File: src/rtl/pipeline_stall_controller.sv
// pipeline_stall_controller: pipeline enable/flush sequencer with mem-wait freeze, irq drain/entry; optional STALL_COUNTER_EN adds stall_cycles.
module pipeline_stall_controller #(
  parameter int DRAIN_CYCLES = 2,
  parameter int MEM_TIMEOUT = 15
) (
  input  logic        clk,
  input  logic        reset,
  input  logic        DataHazard,
  input  logic        branch_taken,
  input  logic        jump_id,
  input  logic        mem_busy,
  input  logic        irq,
  input  logic        irq_enable,
  output logic        pc_write,
  output logic        if_id_write,
  output logic        id_ex_write,
  output logic        ex_mem_write,
  output logic        if_id_flush,
  output logic        id_ex_flush,
  output logic        mem_wb_flush,
  output logic        exc_vector_sel,
  output logic        epc_write,
  output logic        bus_error
`ifdef STALL_COUNTER_EN
  ,
  output logic [31:0] stall_cycles
`endif
);
  typedef enum logic [1:0] {RUN, MEM_WAIT, IRQ_DRAIN, IRQ_ENTER} state_t;
  state_t st;
  logic [7:0] wcnt, busy_cnt;
  logic [3:0] dcnt;
  logic run, freeze, take_irq;
  always_comb begin
    run = st == RUN || (st == MEM_WAIT && !mem_busy);
    freeze = mem_busy && st != IRQ_ENTER;
    take_irq = run && irq && irq_enable && !branch_taken;
    busy_cnt = st == RUN ? 8'd1 : (wcnt == 8'hff ? wcnt : wcnt + 8'd1);
    {pc_write, if_id_write, id_ex_write, ex_mem_write} = 4'b1111;
    {if_id_flush, id_ex_flush, mem_wb_flush, exc_vector_sel, epc_write} = 5'b0;
    if (reset) begin
      {pc_write, if_id_write, id_ex_write, ex_mem_write} = 4'b0000;
      {if_id_flush, id_ex_flush, mem_wb_flush} = 3'b111;
    end else if (freeze) begin
      {pc_write, if_id_write, id_ex_write, ex_mem_write} = 4'b0000;
      mem_wb_flush = 1'b1;
    end else if (st == IRQ_DRAIN) begin
      pc_write = 1'b0;
      if_id_flush = 1'b1;
    end else if (st == IRQ_ENTER) begin
      exc_vector_sel = 1'b1;
      if_id_flush = 1'b1;
    end else if (take_irq) begin
      epc_write = 1'b1;
      pc_write = 1'b0;
      if_id_flush = 1'b1;
    end else if (branch_taken) begin
      if_id_flush = 1'b1;
      id_ex_flush = 1'b1;
    end else if (DataHazard) begin
      pc_write = 1'b0;
      if_id_write = 1'b0;
      id_ex_flush = 1'b1;
    end else if (jump_id) begin
      if_id_flush = 1'b1;
    end
  end
  always_ff @(posedge clk) begin
    if (reset) begin
      st <= RUN;
      wcnt <= '0;
      dcnt <= '0;
      bus_error <= 1'b0;
    end else if (freeze && st != IRQ_DRAIN) begin
      st <= MEM_WAIT;
      wcnt <= busy_cnt;
      if (busy_cnt >= 8'(MEM_TIMEOUT)) bus_error <= 1'b1;
    end else if (freeze) begin
      st <= IRQ_DRAIN;
    end else if (st == IRQ_DRAIN) begin
      st <= dcnt <= 4'd1 ? IRQ_ENTER : IRQ_DRAIN;
      dcnt <= dcnt <= 4'd1 ? 4'd0 : dcnt - 4'd1;
    end else if (take_irq) begin
      st <= DRAIN_CYCLES == 1 ? IRQ_ENTER : IRQ_DRAIN;
      dcnt <= 4'(DRAIN_CYCLES - 1);
      wcnt <= '0;
    end else begin
      st <= RUN;
      wcnt <= '0;
    end
  end
`ifdef STALL_COUNTER_EN
  always_ff @(posedge clk)
    stall_cycles <= reset ? 32'd0 : stall_cycles + {31'd0, !pc_write};
`endif
endmodule
File: config.mk
export PLATFORM = sky130hd
export DESIGN_NAME = pipeline_stall_controller
export DESIGN_NICKNAME = d
export VERILOG_FILES = /design/src/rtl/pipeline_stall_controller.sv
export SDC_FILE = /design/constraint.sdc
export NUM_CORES = 1
export LEC_CHECK = 0
export ABC_AREA = 1
export CAP_MARGIN = 5
export CORE_MARGIN = 2
export CORE_UTILIZATION = 30
export CTS_CLUSTER_SIZE = 40
export DETAILED_ROUTE_END_ITERATION = 12
export GPL_TIMING_DRIVEN = 0
export MAX_ROUTING_LAYER = met4
export PLACE_DENSITY = 0.58
export SYNTH_ARGS = -nofsm -noshare
export SYNTH_HDL_FRONTEND = slang
export SYNTH_SLANG_ARGS = --single-unit
export TNS_END_PERCENT = 1
File: constraint.sdc
create_clock -name clk -period 1.6 [get_ports clk]
set_clock_uncertainty 0.1 [all_clocks]
set_input_delay 0.16 -clock clk [delete_from_list [all_inputs] [get_ports clk]]
set_output_delay 0.16 -clock clk [all_outputs]
set_load 0.005 [all_outputs]
== Word-level counts from Yosys, hierarchy flattened ==
Index checks and enable logic that the tools add are counted.
Storage, ports and cells
  bits in registers: 15
Operators by class
  reduce and logical (&&, ||, !) cells: 15
  magnitude comparators: 2
  bitwise logic cells: 2
  equal/unequal tests: 8
  mux-type cells: 53
  add/sub/neg operators: 2
Operators by type and width (count)
  $mux W1: 42
  $mux W8: 5
  $mux W4: 3
  $add A8 B1 Y8 const B: 1
  $eq A8 B8 Y1 const B: 1
  $ge A8 B4 Y1 const B: 1
  $logic_and A1 B1 Y1: 6
  $mux W2: 3
  $eq A2 B2 Y1 const B: 2
  $le A4 B1 Y1 const B: 1
  $ne A2 B1 Y1 const B: 2
  $ne A2 B2 Y1 const B: 2
  $reduce_and A2 Y1: 2
  $sub A4 B1 Y4 const B: 1
  $reduce_and A3 Y1: 1
  $eq A2 B1 Y1 const B: 1
  $logic_not A1 Y1: 2
  $logic_not A2 Y1: 1
  $not A1 Y1: 2
  $reduce_bool A2 Y1: 1
  $reduce_or A2 Y1: 1
  $logic_or A1 B1 Y1: 1

== Depth between registers and ports, before layout ==
Gate-level depths: netlist of run 1.
  word-level depth: 11
  mapped depth: 11

== Worst setup path after synthesis of run 1 ==
Ideal clock, no wire load.
  path type: register to register
  start point: register wcnt[0]
  end point: register bus_error
  cell stages (with the launch flop): 12
  library setup time: 58 ps
  data required time: 1442 ps
  period minus slack after synthesis: 1447 ps
  slack: 153 ps
  arrival time: 1289 ps
  path buffers: 0
  cells stage by stage: dfxtp_1 -> ha_1 -> inv_1 -> nor2_4 -> nand2_4 -> nand2_1 -> nand3_2 -> nor2_1 -> nand3_1 -> nand2_1 -> nand2_1 -> nand2_1
Between the ends
  cells in the longest elaborated chain, start to end: 5
Ends and longest elaborated chain
  from (decl): RTL line 31  | logic [7:0] wcnt, busy_cnt;
  from (signal assigned): RTL line 76  | wcnt <= busy_cnt;
  $add A8 B1 Y8 / $eq A8 B8 Y1 (equally long branches): RTL line 38  | busy_cnt = st == RUN ? 8'd1 : (wcnt == 8'hff ? wcnt : wcnt + 8'd1);
  $mux W8 (*) (2 in series): RTL line 38
  $ge A8 B4 Y1 (*): RTL line 77  | if (busy_cnt >= 8'(MEM_TIMEOUT)) bus_error <= 1'b1;
  $reduce_and A2 Y1 (no line) (*)
  to (signal assigned): RTL line 73  | bus_error <= 1'b0;
  to (signal assigned): RTL line 77
  to (decl): RTL line 23  | output logic bus_error
Every way passes the cells marked *; elsewhere a longest branch is shown, timed or not.
A chain may end at the register's enable or synchronous reset.

== Worst setup path in the final report of run 1 ==
  start point: register st[1]
  end point: output id_ex_flush
Between the ends
  cells in the longest elaborated chain, start to end: 11
Ends and longest elaborated chain
  from (decl): RTL line 30  | state_t st;
  from (signal assigned): RTL line 81  | st <= dcnt <= 4'd1 ? IRQ_ENTER : IRQ_DRAIN;
  from (signal assigned): RTL line 84  | st <= DRAIN_CYCLES == 1 ? IRQ_ENTER : IRQ_DRAIN;
  $eq A2 B1 Y1: RTL line 35  | run = st == RUN || (st == MEM_WAIT && !mem_busy);
  $logic_and A1 B1 Y1: RTL line 35
  $logic_or A1 B1 Y1: RTL line 35
  $logic_and A1 B1 Y1 (3 in series): RTL line 37  | take_irq = run && irq && irq_enable && !branch_taken;
  $mux W1: RTL line 53  | end else if (take_irq) begin
  $mux W1: RTL line 50  | end else if (st == IRQ_ENTER) begin
  $mux W1: RTL line 47  | end else if (st == IRQ_DRAIN) begin
  $mux W1 (*): RTL line 44  | end else if (freeze) begin
  $mux W1 (*): RTL line 41  | if (reset) begin
  to (decl): RTL line 19  | output logic id_ex_flush,
Marked as above.

==> results of run 1 <==
where the power goes:
| part | internal [mW] | switching [mW] |
|---|---|---|
| Combinational | 0.0792 | 0.0920 |
| Sequential | 0.378 | 0.00851 |
| Clock | 0.0930 | 0.136 |
| Total | 0.550 | 0.236 |
registers in the layout, summed over array words and instances, names as in the netlist:
| register | cells |
|---|---|
| bus_error | 1 |
| dcnt | 4 |
| st | 2 |
| wcnt | 8 |
logic make-up after synthesis:
kind of cell               count (synthesis)  share of synthesized area
AOI/OAI and AO/OA                         27                      0.156
xor gates and xnor gates                   2                     0.0170
adders and majority gates                  3                     0.0363
buffers and inverters                     27                      0.107
DFF                                       15                      0.291
and+or+nand+nor                           84                      0.393
layer usage:
| layer | global-route usage | part of all wire |
|---|---|---|
| met1 | 0.163 | 0.43 |
| met2 | 0.280 | 0.54 |
| met5 | - | 0 |
| met4 | 0.0361 | 0 |
| met3 | 0.0324 | 0.034 |
critical path, delay by kind of cell (launching register included):
family          cells  cell delay [ns]
flops               1             0.40
buf+inv             3             0.38
simple gates        3             0.28
compound gates      1             0.16
final timing paths:
kind	end	slack, ns	cells after the start	from
worst min-delay path	dcnt[1]	0.06	2	reset
worst min register to register	dcnt[1]	0.37	2	dcnt[1]
worst max register to register	dcnt[3]	-0.03	8	st[1]
worst max-delay path	id_ex_flush	-0.18	7	st[1]
repair_timing:
action	in CTS	in global routing
setup buffers	10	2
pin swaps	8	9
gates resized for setup	40	21
gates cloned	0	0
setup endpoints to repair	12	18
hold endpoints to repair	0	0
Yosys cell counts:
| master | n |
|---|---|
| nand2_1 | 39 |
| inv_1 | 18 |
| nand3_1 | 17 |
| dfxtp_1 | 15 |
| nor2_1 | 12 |
| o21ai_1 | 8 |
| a21oi_1 | 7 |
| inv_2 | 6 |
| nor2_2 | 4 |
| ha_1 | 3 |
| o21ai_0 | 3 |
| o31ai_1 | 3 |
| buf_4 | 2 |
| nand2_2 | 2 |
| nand4_1 | 2 |
| nor2_4 | 2 |
| o22ai_1 | 2 |
| xnor2_1 | 2 |
| a211oi_1 | 1 |
| a211oi_2 | 1 |
| a21oi_2 | 1 |
| and2_1 | 1 |
| buf_2 | 1 |
| nand2_4 | 1 |
| nand3_2 | 1 |
| nand3b_1 | 1 |
| nor3_4 | 1 |
| o21a_1 | 1 |
| or2_0 | 1 |
area by class of cell:
class	count	area (um^2)
Sequential cell	15	313
Clock inverter	1	5.00
Clock buffer	3	22.5
Tap cell	46	57.6
Timing Repair Buffer	26	229
Buffer	3	22.5
Fill cell	350	1850
Inverter	24	90.1
Multi-Input combinational cell	116	718
==> results.toml, run 1 <==
[status]
status = "finished with violations"
violations = "setup timing"

[clock_network]
numCtsBuffers = 3
root_buffer = "clkbuf_4"
hold_buffers = 0
clk_latency_ns = 0.29
cts_tree = "done"
clock-sinks = 15
htree_levels = 1
clock_path_buffers = 2
clk_pin_slew_ns = 0.10

[place]
postPlaceCellArea_um2 = 1250
routabilityCongestion = 0.777
dp_hpwl_um = 1960
post-place-cells = 220
port_buffers = 16
place_ws_ns = -0.604

[synth]
ys_types = 29
synth_nets = 169
synth.top_cell.area_share = 0.291
postSynthAreaPerCell_um2 = 6.54
netlist_area_um2 = 1030
ys_seq_elements = 15
ys_top_cells_by_area = "dfxtp_1, nand2_1, nand3_1"
syn_inst = 158
yosys_warnings = 0
yosysSeqAreaShare = 0.291
yosysTopAreaCell = "dfxtp_1"

[cells_and_area]
syn_to_final_growth_pct = 41.0
final_nets = 200
antenna-diode-count = 0
fin_util = 0.440
final_common_cell = "nand2_1"
instances_no_fill = 234
design_area_um2 = 1460
layout-drive-gt1-share = 0.314
final_cell_mix = "nand2_1, inv_1, nand3_1, nor2_1, dfxtp_1"

[global_routing]
grt_max_degree = 11
gr-usage-all-layers = 0.151
grt_overflow = 0
grt_pass1_wl_um = 4750
grt_pass1_vias = 1114
antenna_found_initial = 0

[detailed_routing]
num_vias = 1106
avgViaCountPerCell = 4.73
ant_nets = 0
routed_wl_um = 2740
wl_per_cell_um = 11.7
drc = 0
drtIter0Drc = 25
drtPass1Iterations = 4

[min_path]
hold_class = "primary input to register"

[timing]
slew_headroom = 0.758
tns_ns = -1.01
setup_viol = 11
hold_violations = 0
min_period_over_period = 1.11
worst_slack_ns = -0.177
grt_setup_unrepaired = "true"
timing_worst_slew_pin_value_ns = 0.362
fin_crit_ns = 1.78
fin_worst_hold_slack_ns = 0.0566
clock.fmax_mhz = 563
drv_slew = 0

[floorplan]
fp.coreArea_um2 = 3310
dieArea_um2 = 3930
num_rows = 21
die_w_um = 62.7
die_h_um = 62.7
start_util = 0.312
pin_count = 18

[worst_setup_path]
criticalPathCategory = "register to output port"
cp_max_fo = 4
critical_path.most_common_cell = "buf_6"
crit_chain = "nor2_4, nand4_1, nand2_2, buf_6, buf_6, o31ai_4, buf_2"
required_ns = 1.34
max_stage_delay_ns = 0.40
worst_setup_path_end_kind = "output port"
start_kind = "register"
critical_path_arrival_ns = 1.52
cp_slowest_cell = "dfxtp_4"

[power]
ir_worst_vdd_uv = 374
p_per_area_nw_per_um2 = 540
p_leak_nw = 0.619
total_power_uw = 786

[flow_run]
cap_violations = 0
Power figures use the tool's default switching activity.
==> run 2, diff against run 1 <==
--- a/config.mk
+++ b/config.mk
@@ -5,7 +5,6 @@
 export SDC_FILE = /design/constraint.sdc
 export NUM_CORES = 1
 export LEC_CHECK = 0
-export ABC_AREA = 1
 export CAP_MARGIN = 5
 export CORE_MARGIN = 2
 export CORE_UTILIZATION = 30
@@ -14,6 +13,7 @@
 export GPL_TIMING_DRIVEN = 0
 export MAX_ROUTING_LAYER = met4
 export PLACE_DENSITY = 0.58
+export SETUP_SLACK_MARGIN = 0.2
 export SYNTH_ARGS = -nofsm -noshare
 export SYNTH_HDL_FRONTEND = slang
 export SYNTH_SLANG_ARGS = --single-unit
==> run 2 against run 1 <==
Against the previous run: the flow still finishes with violations (setup timing); synthesized cell count down 15%; routed wire length rose by 8.5%; maximum frequency increased by 11%; sequential share of layout area is 0.12 points higher; clock power is 2% higher; critical endpoint is now if_id_write.
==> results.toml, run 2 <==
[status]
status = "finished with violations"
violations = "setup timing"

[place]
postPlaceCellArea_um2 = 1310
routabilityCongestion = 0.866
port_buffers = 15
dp_hpwl_um = 1950

[cells_and_area]
final_cell_mix = "a21oi_1, buf_2, nor2_1, buf_4, dfxtp_1"
fillers = 341
final_common_cell = "a21oi_1"
largest_reg_flops = 8
largest-register = "wcnt"
top_regs = "wcnt (8), dcnt (4), st (2)"
layout-drive-gt1-share = 0.399
syn_to_final_growth_pct = 43.0
design_area_um2 = 1490
fin_util = 0.447
final_nets = 175
antenna-diode-count = 0

[clock_network]
clock_path_buffers = 2
htree_levels = 1
cts_tree = "done"
clock-sinks = 15
numCtsBuffers = 3
clk_latency_ns = 0.30
clk_pin_slew_ns = 0.09
hold_buffers = 0
root_buffer = "clkbuf_4"

[timing]
fin_crit_ns = 1.61
worst_slack_ns = -0.00796
clock.fmax_mhz = 622
min_period_over_period = 1.00
grt_setup_unrepaired = "true"
tns_ns = -0.0116
drv_slew = 0
setup_viol = 2
slew_headroom = 0.786
timing_worst_slew_pin_value_ns = 0.320
hold_violations = 0

[global_routing]
antenna_found_initial = 0
grt_overflow = 0
gr-usage-all-layers = 0.156
grt_pass1_wl_um = 4920
grt_max_degree = 11
grt_pass1_vias = 1089

[floorplan]
start_util = 0.312
pin_count = 18
dieArea_um2 = 3960
die_h_um = 62.9
num_rows = 21
die_w_um = 62.9
fp.coreArea_um2 = 3340

[synth]
synth_compound_area_frac = 0.330
netlist_area_um2 = 1040
synth-main-ff-cell = "dfxtp_1"
synth.top_cell.area_share = 0.288
synth-simple-area-share = 0.250
syn_inst = 135
yosys-top-cells-count = "a21oi_1, dfxtp_1, nor2_1, o21ai_0"
synth_nets = 146
synth.area.mux_share = 0.00960
ys_types = 47
ys_top_cells_by_area = "dfxtp_1, a21oi_1, o21ai_0"
synthXorXnorAreaFrac = 0.0168
synth_edf_count = 0
synth_top_family_by_area = "compound AO/OA/AOI/OAI gates"
yosysSeqAreaShare = 0.288
postSynthAreaPerCell_um2 = 7.72
yosysTopAreaCell = "dfxtp_1"
ys_seq_elements = 15
yosys_warnings = 0
synthAdderAreaFrac = 0.0360
async_flop_share = 0

[worst_setup_path]
criticalPathCategory = "register to output port"
crit_start = "st[0]"
critical_path_arrival_ns = 1.35
required_ns = 1.34
start_kind = "register"
rr_worst_depth = 6
worst_setup_path_end_kind = "output port"
r2r_start = "st[1]"
cp_max_fo = 4

[detailed_routing]
routed_wl_um = 2970
num_vias = 1122
drc = 0
ant_nets = 0
wl_per_cell_um = 14.2
drtIter0Drc = 66
avgViaCountPerCell = 5.37
drtPass1Iterations = 4

[power]
total_power_uw = 759
ir_worst_vdd_uv = 213
p_leak_nw = 0.587
p_per_area_nw_per_um2 = 509

[min_path]
hold_class = "primary input to register"
worstHoldStart = "mem_busy"
hold_depth = 3

[flow_run]
cap_violations = 0
[run 2: kinds of logic after synthesis]
family / Yosys count
DFF: 15
adders and majority gates: 3
buffers and inverters: 16
AOI/OAI and AO/OA: 51
xor gates and xnor gates: 2
muxes: 1
and+or+nand+nor: 47
[run 2: path summary, 6_finish.rpt]
check	endpoint	slack [ns]
setup / recovery	if_id_write	-0.008
hold / removal	dcnt[0]	0.12
hold reg to reg	dcnt[1]	0.42
setup reg to reg	bus_error	0.01
[run 2: cell type report]
type | count | area [um^2] | share of cell area
Sequential cell | 15 | 322 | 0.216
Timing Repair Buffer | 24 | 181 | 0.122
Tap cell | 46 | 57.6 | 0.0386
Inverter | 8 | 30.0 | 0.0202
Buffer | 8 | 48.8 | 0.0327
Clock buffer | 4 | 26.3 | 0.0176
Multi-Input combinational cell | 104 | 825 | 0.553
[run 2: worst max-delay path, cell delays in order, from the launching register on]
cell     delay, ns
dfxtp_4       0.37
nand2_2       0.06
a41oi_2       0.09
buf_4         0.16
buf_6         0.11
a31oi_1       0.15
buf_2         0.13
[run 2: metrics by stage]
step	instances	hold WS [ns]	setup WS, ns
2_1_floorplan	135	0.295	0.193
3_3_place_gp	196	0.394	-0.559
3_5_place_dp	196	0.406	-0.613
4_1_cts	206	0.111	-0.0452
5_1_grt	209	0.131	-0.0723
6_report	209	0.118	-0.00796
[run 2: power breakdown]
part	total [mW]	switching (mW)	internal (mW)	leakage (nW)
Sequential	0.384	0.0103	0.374	0.126
Clock	0.232	0.135	0.0971	0.0150
Combinational	0.143	0.0684	0.0746	0.446
Total	0.759	0.213	0.546	0.587
[run 2: routing by layer]
metal	global-route usage	vias up	share of wire
met5	-	-	0
met4	0.0556	0	0.011
met3	0.0288	4	0.056
met2	0.259	34	0.51
met1	0.188	525	0.42
li1	-	559	-
[run 2: what timing repair did]
action,CTS,global route
endpoints found under the hold margin,0,0
gates resized for setup,62,12
pin swaps,17,16
endpoints found under the setup margin,21,21
buffers inserted,6,3
